==> src/rtl/divide_vector_pkg.sv <==
// divide_vector_pkg: precision lookup, canonical special encodings, unpacked float and FSM types
package divide_vector_pkg;

   typedef enum logic [2:0] {IDLE, LOAD, DIV, PACK, DONE} state_t;

   typedef struct packed {
      logic        sign;
      logic [7:0]  exp;
      logic [23:0] mant;
      logic        is_zero;
      logic        is_inf;
      logic        is_nan;
   } fp_t;

   localparam logic [15:0] QNAN_HALF   = 16'h7E00;
   localparam logic [15:0] INF_HALF    = 16'h7C00;
   localparam logic [31:0] QNAN_SINGLE = 32'h7FC0_0000;
   localparam logic [31:0] INF_SINGLE  = 32'h7F80_0000;

   function automatic int exp_bits(input bit single);
      return single ? 8 : 5;
   endfunction

   function automatic int mant_bits(input bit single);
      return single ? 23 : 10;
   endfunction

   function automatic int bias_of(input bit single);
      return single ? 127 : 15;
   endfunction

endpackage

==> src/rtl/mant_divider.sv <==
// mant_divider: radix-2 restoring divider, quot = floor(dividend * 2^W / divisor) over W+1 cycles.
module mant_divider #(
   parameter int W = 11
) (
   input  logic         clk,
   input  logic         rstn,
   input  logic         start,
   input  logic [W-1:0] dividend,
   input  logic [W-1:0] divisor,
   output logic         done,
   output logic [W:0]   quot
);

   localparam int CW = $clog2(W + 1);

   logic [W+1:0] rem_q, rem_d, diff;
   logic [W-1:0] dvs_q, dvs_d;
   logic [W:0]   quot_q, quot_d;
   logic [CW-1:0] cnt_q, cnt_d;
   logic         busy_q, busy_d, ge;

   always_comb begin
      ge     = rem_q >= {2'b00, dvs_q};
      diff   = ge ? rem_q - {2'b00, dvs_q} : rem_q;
      done   = busy_q && cnt_q == CW'(W);
      rem_d  = busy_q ? diff << 1 : rem_q;
      quot_d = busy_q ? {quot_q[W-1:0], ge} : quot_q;
      cnt_d  = busy_q ? cnt_q + 1'b1 : cnt_q;
      busy_d = busy_q && !done;
      dvs_d  = dvs_q;
      if (start) begin
         rem_d  = {2'b00, dividend};
         dvs_d  = divisor;
         quot_d = '0;
         cnt_d  = '0;
         busy_d = 1'b1;
      end
   end

   always_ff @(posedge clk or negedge rstn) begin
      if (!rstn) begin
         rem_q  <= '0;
         dvs_q  <= '0;
         quot_q <= '0;
         cnt_q  <= '0;
         busy_q <= 1'b0;
      end else begin
         rem_q  <= rem_d;
         dvs_q  <= dvs_d;
         quot_q <= quot_d;
         cnt_q  <= cnt_d;
         busy_q <= busy_d;
      end
   end

   assign quot = quot_q;

endmodule

==> src/rtl/divide_vector.sv <==
// divide_vector: element-wise IEEE-754 vector divider sharing one mantissa divider across N elements.
module divide_vector
   import divide_vector_pkg::*;
#(
   parameter int    BITS      = 16,
   parameter string PRECISION = "HALF",
   parameter int    N         = 3
) (
   input  logic            clk,
   input  logic            rstn,
   input  logic            in_valid,
   output logic            in_ready,
   input  logic [BITS-1:0] a [N],
   input  logic [BITS-1:0] b [N],
   output logic            out_valid,
   output logic [BITS-1:0] c [N]
);

   localparam bit SGL  = PRECISION == "SINGLE";
   localparam int EXP  = exp_bits(SGL);
   localparam int MANT = mant_bits(SGL);
   localparam int BIAS = bias_of(SGL);
   localparam int IW   = N > 1 ? $clog2(N) : 1;
   localparam logic [31:0] QNAN_W = SGL ? QNAN_SINGLE : {16'h0000, QNAN_HALF};
   localparam logic [31:0] INF_W  = SGL ? INF_SINGLE : {16'h0000, INF_HALF};
   localparam logic [BITS-1:0] QNAN = QNAN_W[BITS-1:0];
   localparam logic [BITS-1:0] INF  = INF_W[BITS-1:0];

   state_t          state_q, state_d;
   logic [IW-1:0]   idx_q, idx_d;
   logic [BITS-1:0] a_q [N], a_d [N], b_q [N], b_d [N], c_q [N], c_d [N];
   logic [BITS-1:0] res, szero;
   logic [MANT+1:0] quot;
   logic [MANT-1:0] frac;
   logic [EXP+1:0]  e;
   logic            start, done, sgn;
   fp_t             fa, fb;

   // Subnormals have a zero exponent and so fall into is_zero, which flushes them.
   function automatic fp_t unpack(input logic [BITS-1:0] w);
      fp_t             f;
      logic [EXP-1:0]  ew;
      logic [MANT-1:0] fw;
      ew        = w[BITS-2:MANT];
      fw        = w[MANT-1:0];
      f.sign    = w[BITS-1];
      f.exp     = 8'(ew);
      f.mant    = 24'({1'b1, fw});
      f.is_zero = ew == '0;
      f.is_inf  = &ew && fw == '0;
      f.is_nan  = &ew && fw != '0;
      return f;
   endfunction

   mant_divider #(.W(MANT + 1)) u_div (
      .clk      (clk),
      .rstn     (rstn),
      .start    (start),
      .dividend ((MANT + 1)'(fa.mant)),
      .divisor  ((MANT + 1)'(fb.mant)),
      .done     (done),
      .quot     (quot)
   );

   always_comb begin
      fa    = unpack(a_q[idx_q]);
      fb    = unpack(b_q[idx_q]);
      sgn   = fa.sign ^ fb.sign;
      szero = {sgn, {(BITS-1){1'b0}}};
      frac  = quot[MANT+1] ? quot[MANT:1] : quot[MANT-1:0];
      e     = (EXP+2)'(fa.exp) - (EXP+2)'(fb.exp) + (EXP+2)'(BIAS) - (EXP+2)'(!quot[MANT+1]);
      res   = (fa.is_nan || fb.is_nan || (fa.is_zero && fb.is_zero) || (fa.is_inf && fb.is_inf)) ? QNAN
            : (fa.is_inf || fb.is_zero) ? (INF | szero)
            : (fa.is_zero || fb.is_inf) ? szero
            : (!e[EXP+1] && e[EXP:0] >= (EXP+1)'((1 << EXP) - 1)) ? (INF | szero)
            : (e[EXP+1] || e == '0) ? szero
            : {sgn, e[EXP-1:0], frac};
   end

   always_comb begin
      state_d = state_q;
      idx_d   = idx_q;
      a_d     = a_q;
      b_d     = b_q;
      c_d     = c_q;
      start   = 1'b0;
      case (state_q)
         IDLE: if (in_valid) begin
            a_d     = a;
            b_d     = b;
            idx_d   = '0;
            state_d = LOAD;
         end
         LOAD: begin
            start   = 1'b1;
            state_d = DIV;
         end
         DIV: if (done) state_d = PACK;
         PACK: begin
            c_d[idx_q] = res;
            idx_d      = (idx_q == IW'(N - 1)) ? '0 : idx_q + 1'b1;
            state_d    = (idx_q == IW'(N - 1)) ? DONE : LOAD;
         end
         DONE: state_d = IDLE;
         default: state_d = IDLE;
      endcase
   end

   always_ff @(posedge clk or negedge rstn) begin
      if (!rstn) begin
         state_q <= IDLE;
         idx_q   <= '0;
         a_q     <= '{default: '0};
         b_q     <= '{default: '0};
         c_q     <= '{default: '0};
      end else begin
         state_q <= state_d;
         idx_q   <= idx_d;
         a_q     <= a_d;
         b_q     <= b_d;
         c_q     <= c_d;
      end
   end

   assign in_ready  = state_q == IDLE;
   assign out_valid = state_q == DONE;
   assign c         = c_q;

endmodule

==> config.mk <==
export PLATFORM = sky130hd
export DESIGN_NAME = divide_vector
export DESIGN_NICKNAME = d
export VERILOG_FILES = /design/src/rtl/divide_vector_pkg.sv /design/src/rtl/mant_divider.sv /design/src/rtl/divide_vector.sv
export SDC_FILE = /design/constraint.sdc
export NUM_CORES = 1
export LEC_CHECK = 0
export ABC_CLOCK_PERIOD_IN_PS = 4400
export CORE_ASPECT_RATIO = 1.75
export CORE_UTILIZATION = 54
export CTS_CLUSTER_DIAMETER = 100
export DETAILED_ROUTE_END_ITERATION = 8
export GPL_TIMING_DRIVEN = 1
export PLACE_DENSITY = 0.8
export SLEW_MARGIN = 15
export SYNTH_ARGS = -nofsm -noshare
export SYNTH_HDL_FRONTEND = slang
export SYNTH_SLANG_ARGS = --single-unit
==> constraint.sdc <==
create_clock -name clk -period 4.4 [get_ports clk]
set_input_delay 1.32 -clock clk [delete_from_list [all_inputs] [get_ports clk]]
set_output_delay 1.32 -clock clk [all_outputs]
set_load 0.02 [all_outputs]
==> flow_summary.ini, run 1 <==
[outcome]
run_status = complete, no violations

[drt]
routed_wl_um = 21430
routedWlPerCell_um = 17.94
drc = 0
vias = 6888
first_pass_iters = 5
routed_via_density = 5.764
antenna_left = 0
drt-initial-drc-count = 277

[sta]
layout_worst_path_cycle_share_pct = 96.21
worst_slew_pin_slew_ns = 1.074
fin_crit_ns = 4.233
finClkSkew_ns = 0.01647
slew_headroom_pct = 28.43
fmax_ghz = 0.2362
finalHoldViolations = 0
finalSetupViolCount = 0
drv_slew = 0

[global_routing]
overflow = 0
grt_max_degree = 104
antenna_found_initial = 0
grt_pass1_vias = 7060
grt_usage_pct = 25.12
grt_pass1_wl_um = 34760

[place]
routabilityCongestion = 0.8456
io_buffer_count = 148
post_dp_cell_area_um2 = 11070
post-dp-hpwl_um = 15460

[cts]
clkTransAtPathRegs_ns = 0.07
clock-sinks = 190
clk_path_buf_depth = 2
clockRootBuffer = clkbuf_16
clock_latency_ns = 0.44
cts_tree = built
cts-buffers-inserted = 17
cts_hold_buf = 0
htree_levels = 4

[floorplan]
die_width_um = 101.8
dieArea_um2 = 17990
coreArea_um2 = 17030
rows = 63
die_y_um = 176.7
io_pins = 149
start_util_pct = 55.31

[hold_path]
holdPathStages = 2
hp-class = reg -> reg

[cells_and_area]
fillers = 1301
fin_nets = 1079
postLayoutCellArea_um2 = 11790
antenna_cells = 0
areaGrowthSynthToFinish_pct = 25.18
drive_gt1_share_pct = 18.80

[worst_setup_path]
crit_slowest_cell = fa_1
worst-path-max-fanout = 7
cp.arrival_ns = 4.55
end_kind = flop
cp_cell_sequence = buf_4 -> mux2i_1 -> o2bb2ai_1 -> inv_1 -> ha_1 -> fa_1 -> ha_1 -> inv_1 -> fa_1 -> xor2_1 -> or3_1 -> mux2i_1 -> nor3_4 -> buf_12 -> nor3b_2 -> o31a_1
cpPeakStageDelay_ns = 0.56
cp.depth = 16
cp_top_family = adder cells
worst-setup-path-type = reg -> reg
critPathLaunchType = flop
crit_required_ns = 4.72
ff2ff_path_depth = 16
crit_buf_inv = 4

[logic_synthesis]
synth_cell_types = 57
synth_edf_count = 0
syn_area_per_cell_um2 = 11.57
async_reset_ff_share_pct = 100.0
netlist_instances = 814
netlist_area_um2 = 9418
yosysSeqAreaShare_pct = 50.48
ys_warn_count = 0
synth_nets = 938
ys_seq_elements = 190
ys.flop_type = dfrtp_1

[run]
cap_violations = 0
==> routing by layer <==
metal | vias up | track usage [%] | routed length (um)
li1 | 3220 | - | -
met1 | 3422 | 29.64 | 8336
met2 | 201 | 44.71 | 11540
met3 | 45 | 4.265 | 902
met4 | 0 | 10.06 | 650
met5 | - | 0 | 0
==> cell type report <==
type                    count  area, um2  share of cell area, %
multi-input cells         553       4410                  37.41
clock inverters            14      161.4                  1.369
clock buffers              18      439.2                  3.725
flip-flops and latches    190       4758                  40.36
repair buffers            163       1623                  13.77
inverters                  30      112.6                 0.9552
well taps                 227      284.0                  2.409
==> worst register-to-register path: stages (launching register included) <==
cell and delay (ns):
dfrtp_4 0.54, buf_4 0.18, mux2i_1 0.13, o2bb2ai_1 0.22, inv_1 0.08, ha_1 0.23, fa_1 0.56, ha_1 0.20
inv_1 0.06, fa_1 0.40, xor2_1 0.18, or3_1 0.36, mux2i_1 0.29, nor3_4 0.09, buf_12 0.16, nor3b_2 0.17
o31a_1 0.28
==> cells in the final DEF, fill, tap and decap left out, types with 3 or more instances in the layout <==
cell | netlist | routed
xnor2_1 | 9 | 9
nor3_1 | 11 | 10
xor2_1 | 5 | 5
a21o_1 | 6 | 6
inv_6 | 0 | 4
inv_1 | 28 | 28
a2bb2oi_1 | 16 | 15
a22o_1 | 3 | 3
nand4_1 | 7 | 7
buf_4 | 1 | 13
o21ai_0 | 34 | 34
nor2b_1 | 7 | 7
o31a_1 | 6 | 6
a31oi_1 | 4 | 4
nand2_1 | 65 | 65
a21oi_1 | 23 | 23
o21ai_1 | 5 | 5
nor2_1 | 45 | 45
ha_1 | 22 | 22
mux2i_1 | 62 | 62
o2bb2ai_1 | 13 | 13
and3_1 | 5 | 5
mux2_2 | 114 | 114
clkinv_8 | 0 | 4
nand2b_1 | 8 | 8
fa_1 | 3 | 3
nand4_4 | 1 | 3
dfrtp_1 | 190 | 189
clkdlybuf4s50_1 | 0 | 147
nand3_1 | 6 | 6
o31ai_1 | 30 | 28
or3_1 | 7 | 7
o21a_1 | 7 | 7
clkbuf_16 | 0 | 17
==> logic make-up (layout without fill, tap and decap cells) <==
group	count (synthesis)	count (layout)	synth area share [%]
compound gates	160	160	11.93
xor+xnor	14	14	1.302
fa+ha+maj	25	25	3.560
buf+inv	73	225	3.481
flops	190	190	50.48
mux	176	176	20.22
simple gates	176	178	9.021
==> synthesized netlist by cell type, drive strengths merged (5+ instances only) <==
| master | number | area, um2 |
|---|---|---|
| o2bb2ai | 13 | 113.9 |
| o21a | 7 | 52.55 |
| xnor2 | 9 | 78.83 |
| nor2b | 8 | 57.55 |
| and3 | 5 | 31.28 |
| nor2 | 45 | 168.9 |
| ha | 22 | 275.3 |
| clkbuf | 28 | 105.1 |
| mux2 | 114 | 1284 |
| xor2 | 5 | 43.79 |
| dfrtp | 190 | 4755 |
| a21oi | 25 | 132.6 |
| nand4 | 8 | 65.06 |
| buf | 15 | 110.1 |
| a21o | 6 | 45.04 |
| mux2i | 62 | 620.6 |
| inv | 29 | 108.9 |
| nand2 | 65 | 244.0 |
| o31ai | 30 | 225.2 |
| a2bb2oi | 16 | 140.1 |
| nand3 | 6 | 30.03 |
| o31a | 6 | 52.55 |
| or3 | 8 | 55.05 |
| nor3 | 12 | 65.06 |
| o21ai | 40 | 211.5 |
| nand2b | 8 | 50.05 |
==> repair_timing <==
item                                    CTS  global route
resized for setup                         0             8
endpoints found under the setup margin    0            30
hold endpoints to repair                  0             0
setup buffers                             0             4
==> per-stage QoR <==
stage	util (%)	hold slack, ns	cells	setup TNS, ns	setup slack [ns]
final	69.24	0.4472	1195	0	0.1668
after global routing	69.24	0.4901	1195	-0.06863	-0.03801
after CTS	68.56	0.4540	1189	0	0.02605
after detailed placement	65.04	0.4363	1157	0	0.04346
after global placement	65.04	0.4312	1157	0	0.3428
after floorplan	-	0.4181	814	0	0.6154
==> state kept, by name, summed over array words and instances, names as in the netlist <==
register,cells
u_div.rem_q,13
u_div.cnt_q,4
b_q,48
u_div.busy_q,1
state_q,3
idx_q,2
c,48
a_q,48
u_div.quot,12
u_div.dvs_q,11
==> worst paths after layout <==
| path | start | slack (ns) | end |
|---|---|---|---|
| max | idx_q[1] | 0.17 | c[25] |
| min | u_div.dvs_q[10] | 0.45 | u_div.dvs_q[10] |
| max reg2reg | idx_q[1] | 0.17 | c[25] |
| min reg2reg | u_div.dvs_q[10] | 0.45 | u_div.dvs_q[10] |
| max in group asynchronous | rstn | 2.48 | c[29] |
| min in group asynchronous | rstn | 0.95 | b_q[9] |
Power of run 1 is left out: the tool's default activity adds up to more than one toggle a clock period on the data nets, which glitch-free logic cannot reach.
==> run 2: changes to the inputs <==
- RECOVER_POWER: unset -> 25
==> flow_summary.ini, run 2 (synthesis gave the netlist of run 1 again) <==
[global_routing]
grt_pass1_wl_um = 34760
grt_usage_pct = 25.12
overflow = 0
antenna_found_initial = 0
grt_max_degree = 104
grt_pass1_vias = 7060

[floorplan]
die_width_um = 101.8
io_pins = 149
rows = 63
coreArea_um2 = 17030
dieArea_um2 = 17990
die_y_um = 176.7
start_util_pct = 55.31

[cells_and_area]
mostFrequentLayoutCells = 189 x dfrtp_1, 146 x clkdlybuf4s50_1, 114 x mux2_2, 65 x nand2_1, 62 x mux2i_1
final_common_cell = dfrtp_1
drive_gt1_share_pct = 18.80
fin_nets = 1079
final_util_pct = 69.19
areaGrowthSynthToFinish_pct = 25.08
antenna_cells = 0

[sta]
finalHoldViolations = 0
drv_slew = 135
worst_slack_ns = 0.1503
fmax_ghz = 0.2353
fin_crit_ns = 4.250
finalSetupViolCount = 0
layout_worst_path_cycle_share_pct = 96.58
finClkSkew_ns = 0.01408
slew_headroom_pct = -69.00
holdWs_ns = 0.4478
setup_tns_ns = 0
worst_slew_pin_slew_ns = 2.535

[cts]
cts-buffers-inserted = 17
cts_hold_buf = 0
clockRootBuffer = clkbuf_16
clk_path_buf_depth = 2
clock_latency_ns = 0.44
clkTransAtPathRegs_ns = 0.07
cts_tree = built
htree_levels = 4
clock-sinks = 190

[drt]
routed_via_density = 5.742
routed_wl_um = 21460
vias = 6862
routedWlPerCell_um = 17.96
antenna_left = 0
drt-initial-drc-count = 293
drc = 0
first_pass_iters = 4

[worst_setup_path]
end_kind = flop
crit_slowest_cell = fa_1
crit_required_ns = 4.72
worst-setup-path-type = reg -> reg
critPathLaunchType = flop
cp_cell_sequence = buf_4 -> mux2i_1 -> o2bb2ai_1 -> inv_1 -> ha_1 -> fa_1 -> ha_1 -> inv_1 -> fa_1 -> xor2_1 -> or3_1 -> mux2i_1 -> nor3_4 -> buf_12 -> nor3b_2 -> o31a_1
worst-path-max-fanout = 7
cpPeakStageDelay_ns = 0.56
cp.arrival_ns = 4.57

[place]
routabilityCongestion = 0.8456
io_buffer_count = 148
pre_cts_slack_ns = 0.04346
post-dp-hpwl_um = 15460

[hold_path]
hp-class = reg -> reg

[outcome]
run_status = finished, violations left
failed_checks = capacitance limit, slew limit

[run]
cap_violations = 2
## run 2: changes by cell type in the layout (fill, tap and decap cells not counted), sizes merged
| cell | delta |
|---|---|
| clkdlybuf4s50 | -1 |
| dlygate4sd3 | +1 |
## run 2: final cells by class
cell class / count / area (um2)
Timing Repair Buffer: 163 / 1614
Tap cell: 227 / 284.0
Sequential cell: 190 / 4758
Clock inverter: 14 / 161.4
Fill cell: 1304 / 5246
Clock buffer: 18 / 439.2
Inverter: 30 / 112.6
Multi-Input combinational cell: 553 / 4410
## run 2: path summary, 6_finish.rpt
kind / start / to / slack [ns] / cells past startpoint
max in group asynchronous: rstn / idx_q[1] / 0.91 / 1
worst max register to register: idx_q[1] / c[25] / 0.15 / 16
worst min-delay path: u_div.dvs_q[10] / u_div.dvs_q[10] / 0.45 / 2
worst min register to register: u_div.dvs_q[10] / u_div.dvs_q[10] / 0.45 / 2
min in group asynchronous: rstn / b_q[9] / 1.63 / 1
worst max-delay path: idx_q[1] / c[25] / 0.15 / 16
## run 2: layer usage
metal / global-route usage [%] / vias up / wire, um
met5: 0 / - / 0
met4: 10.06 / 0 / 665
met3: 4.265 / 45 / 926
met2: 44.71 / 195 / 11600
met1: 29.64 / 3398 / 8266
li1: - / 3224 / -
## run 2: critical path: cells and delay by family, from the launching register on
| family | cells | cell delay (ns) |
|---|---|---|
| simple gates | 3 | 0.62 |
| fa+ha+maj | 4 | 1.38 |
| flops | 1 | 0.54 |
| xor+xnor | 1 | 0.18 |
| buf+inv | 4 | 0.48 |
| mux | 2 | 0.43 |
| compound gates | 2 | 0.50 |
## run 2: through the flow
step / std cells / area (um2)
6_report: 1195 / 11780
5_1_grt: 1195 / 11780
4_1_cts: 1189 / 11670
3_5_place_dp: 1157 / 11070
3_3_place_gp: 1157 / 11070
2_1_floorplan: 814 / 9418
## run 2: timing repair
item	in CTS	in global routing
gates resized for setup	0	8
buffers inserted	0	4
endpoints found under the setup margin	0	30
Power of run 2 is left out for the same reason.
==> run 3: changes to the inputs <==
- CORE_UTILIZATION: 54 -> 40
- PLACE_DENSITY: 0.8 -> 0.62
==> flow_summary.ini, run 3 (synthesis gave the netlist of run 1 again) <==
[drt]
drt-initial-drc-count = 276
first_pass_iters = 4
routed_via_density = 5.285
antenna_left = 0
vias = 6707
routed_wl_um = 22100
drc = 0
routedWlPerCell_um = 17.42

[worst_setup_path]
crit_start = idx_q[1]
worst-path-max-fanout = 7
crit_required_ns = 4.74
worst-setup-path-type = reg -> reg
rr_startpoint = idx_q[1]
cp.arrival_ns = 4.53
critPathLaunchType = flop
end_kind = flop

[sta]
layout_worst_path_cycle_share_pct = 95.05
worst_slew_pin_slew_ns = 2.866
slew_headroom_pct = -91.08
fmax_ghz = 0.2391
drv_slew = 60
finalSetupViolCount = 0
fin_crit_ns = 4.182
finClkSkew_ns = 0.008679
finalHoldViolations = 0

[place]
post-dp-hpwl_um = 15910
io_buffer_count = 148
routabilityCongestion = 0.8767

[floorplan]
coreArea_um2 = 22930
dieArea_um2 = 24190
start_util_pct = 41.08
rows = 73
io_pins = 149
die_y_um = 205.0
die_width_um = 118.0

[cts]
htree_levels = 4
clock-sinks = 190
clk_path_buf_depth = 2
clock_latency_ns = 0.44
clkTransAtPathRegs_ns = 0.07
cts-buffers-inserted = 17
clockRootBuffer = clkbuf_16
cts_tree = built

[cells_and_area]
mostFrequentLayoutCells = 189 x dfrtp_1, 147 x clkdlybuf4s50_1, 114 x mux2_2, 65 x nand2_1, 62 x mux2i_1
fillers = 2049
drive_gt1_share_pct = 18.58
areaGrowthSynthToFinish_pct = 26.44
antenna_cells = 0
final_util_pct = 51.94
fin_nets = 1081
final_common_cell = dfrtp_1

[global_routing]
grt_pass1_wl_um = 35220
overflow = 0
grt_usage_pct = 18.71
grt_pass1_vias = 6805
grt_max_degree = 97
antenna_found_initial = 0

[run]
cap_violations = 1

[outcome]
failed_checks = capacitance limit, slew limit
run_status = finished, violations left

[hold_path]
hp-class = reg -> reg
min_from = u_div.dvs_q[10]
run 3: path summary, 6_finish.rpt:
path / endpoint / slack, ns / depth (start not counted)
max: c[24] / 0.22 / 17
min: u_div.dvs_q[10] / 0.46 / 2
max reg2reg: c[24] / 0.22 / 17
min reg2reg: u_div.dvs_q[10] / 0.46 / 2
max in group asynchronous: a_q[13] / 0.71 / 2
min in group asynchronous: b_q[35] / 1.99 / 1
run 3: through the flow:
step / worst slack, ns / area, um2 / TNS (ns) / std cells / hold slack [ns]
2_1_floorplan: 0.6154 / 9418 / 0 / 814 / 0.4181
3_3_place_gp: 0.3192 / 11180 / 0 / 1230 / 0.4309
3_5_place_dp: 0.1286 / 11180 / 0 / 1230 / 0.4465
4_1_cts: 0.1148 / 11790 / 0 / 1261 / 0.4693
5_1_grt: -0.03514 / 11910 / -0.2118 / 1269 / 0.5061
6_report: 0.2176 / 11910 / 0 / 1269 / 0.4615
run 3: per-layer routing:
layer / GRT usage (%) / vias up / part of all wire, % / wire length, um
li1: - / 3223 / - / -
met1: 21.70 / 3310 / 41 / 8966
met2: 33.11 / 141 / 53 / 11690
met3: 4.482 / 33 / 4.3 / 945
met4: 7.234 / 0 / 2.3 / 503
met5: 0 / - / 0 / 0
run 3: layout make-up:
| type | instances | area, um2 | area share (%) |
|---|---|---|---|
| Multi-Input combinational cell | 553 | 4399 | 36.94 |
| Sequential cell | 190 | 4758 | 39.96 |
| Inverter | 30 | 112.6 | 0.9457 |
| Timing Repair Buffer | 165 | 1647 | 13.83 |
| Clock buffer | 18 | 429.2 | 3.604 |
| Clock inverter | 13 | 186.4 | 1.566 |
| Tap cell | 300 | 375.4 | 3.152 |
run 3: repair_timing:
item / 4_1_cts / 5_1_grt
endpoints found under the setup margin: 0 / 30
gates resized for setup: 0 / 6
setup buffers: 0 / 6
hold buffers: 0 / 0
run 3: worst max-delay path, cell delays in order, from the launching register on:
cell and delay, ns:
dfrtp_4 0.54, buf_4 0.18, mux2i_1 0.11, o2bb2ai_1 0.23, inv_1 0.07, ha_1 0.23, fa_1 0.56, ha_1 0.19
inv_1 0.06, fa_1 0.41, inv_1 0.07, a21o_1 0.11, a21oi_1 0.07, xnor2_1 0.24, nor3_4 0.26, buf_12 0.15
nand4_2 0.25, o31ai_1 0.34
Power of run 3 is left out for the same reason.
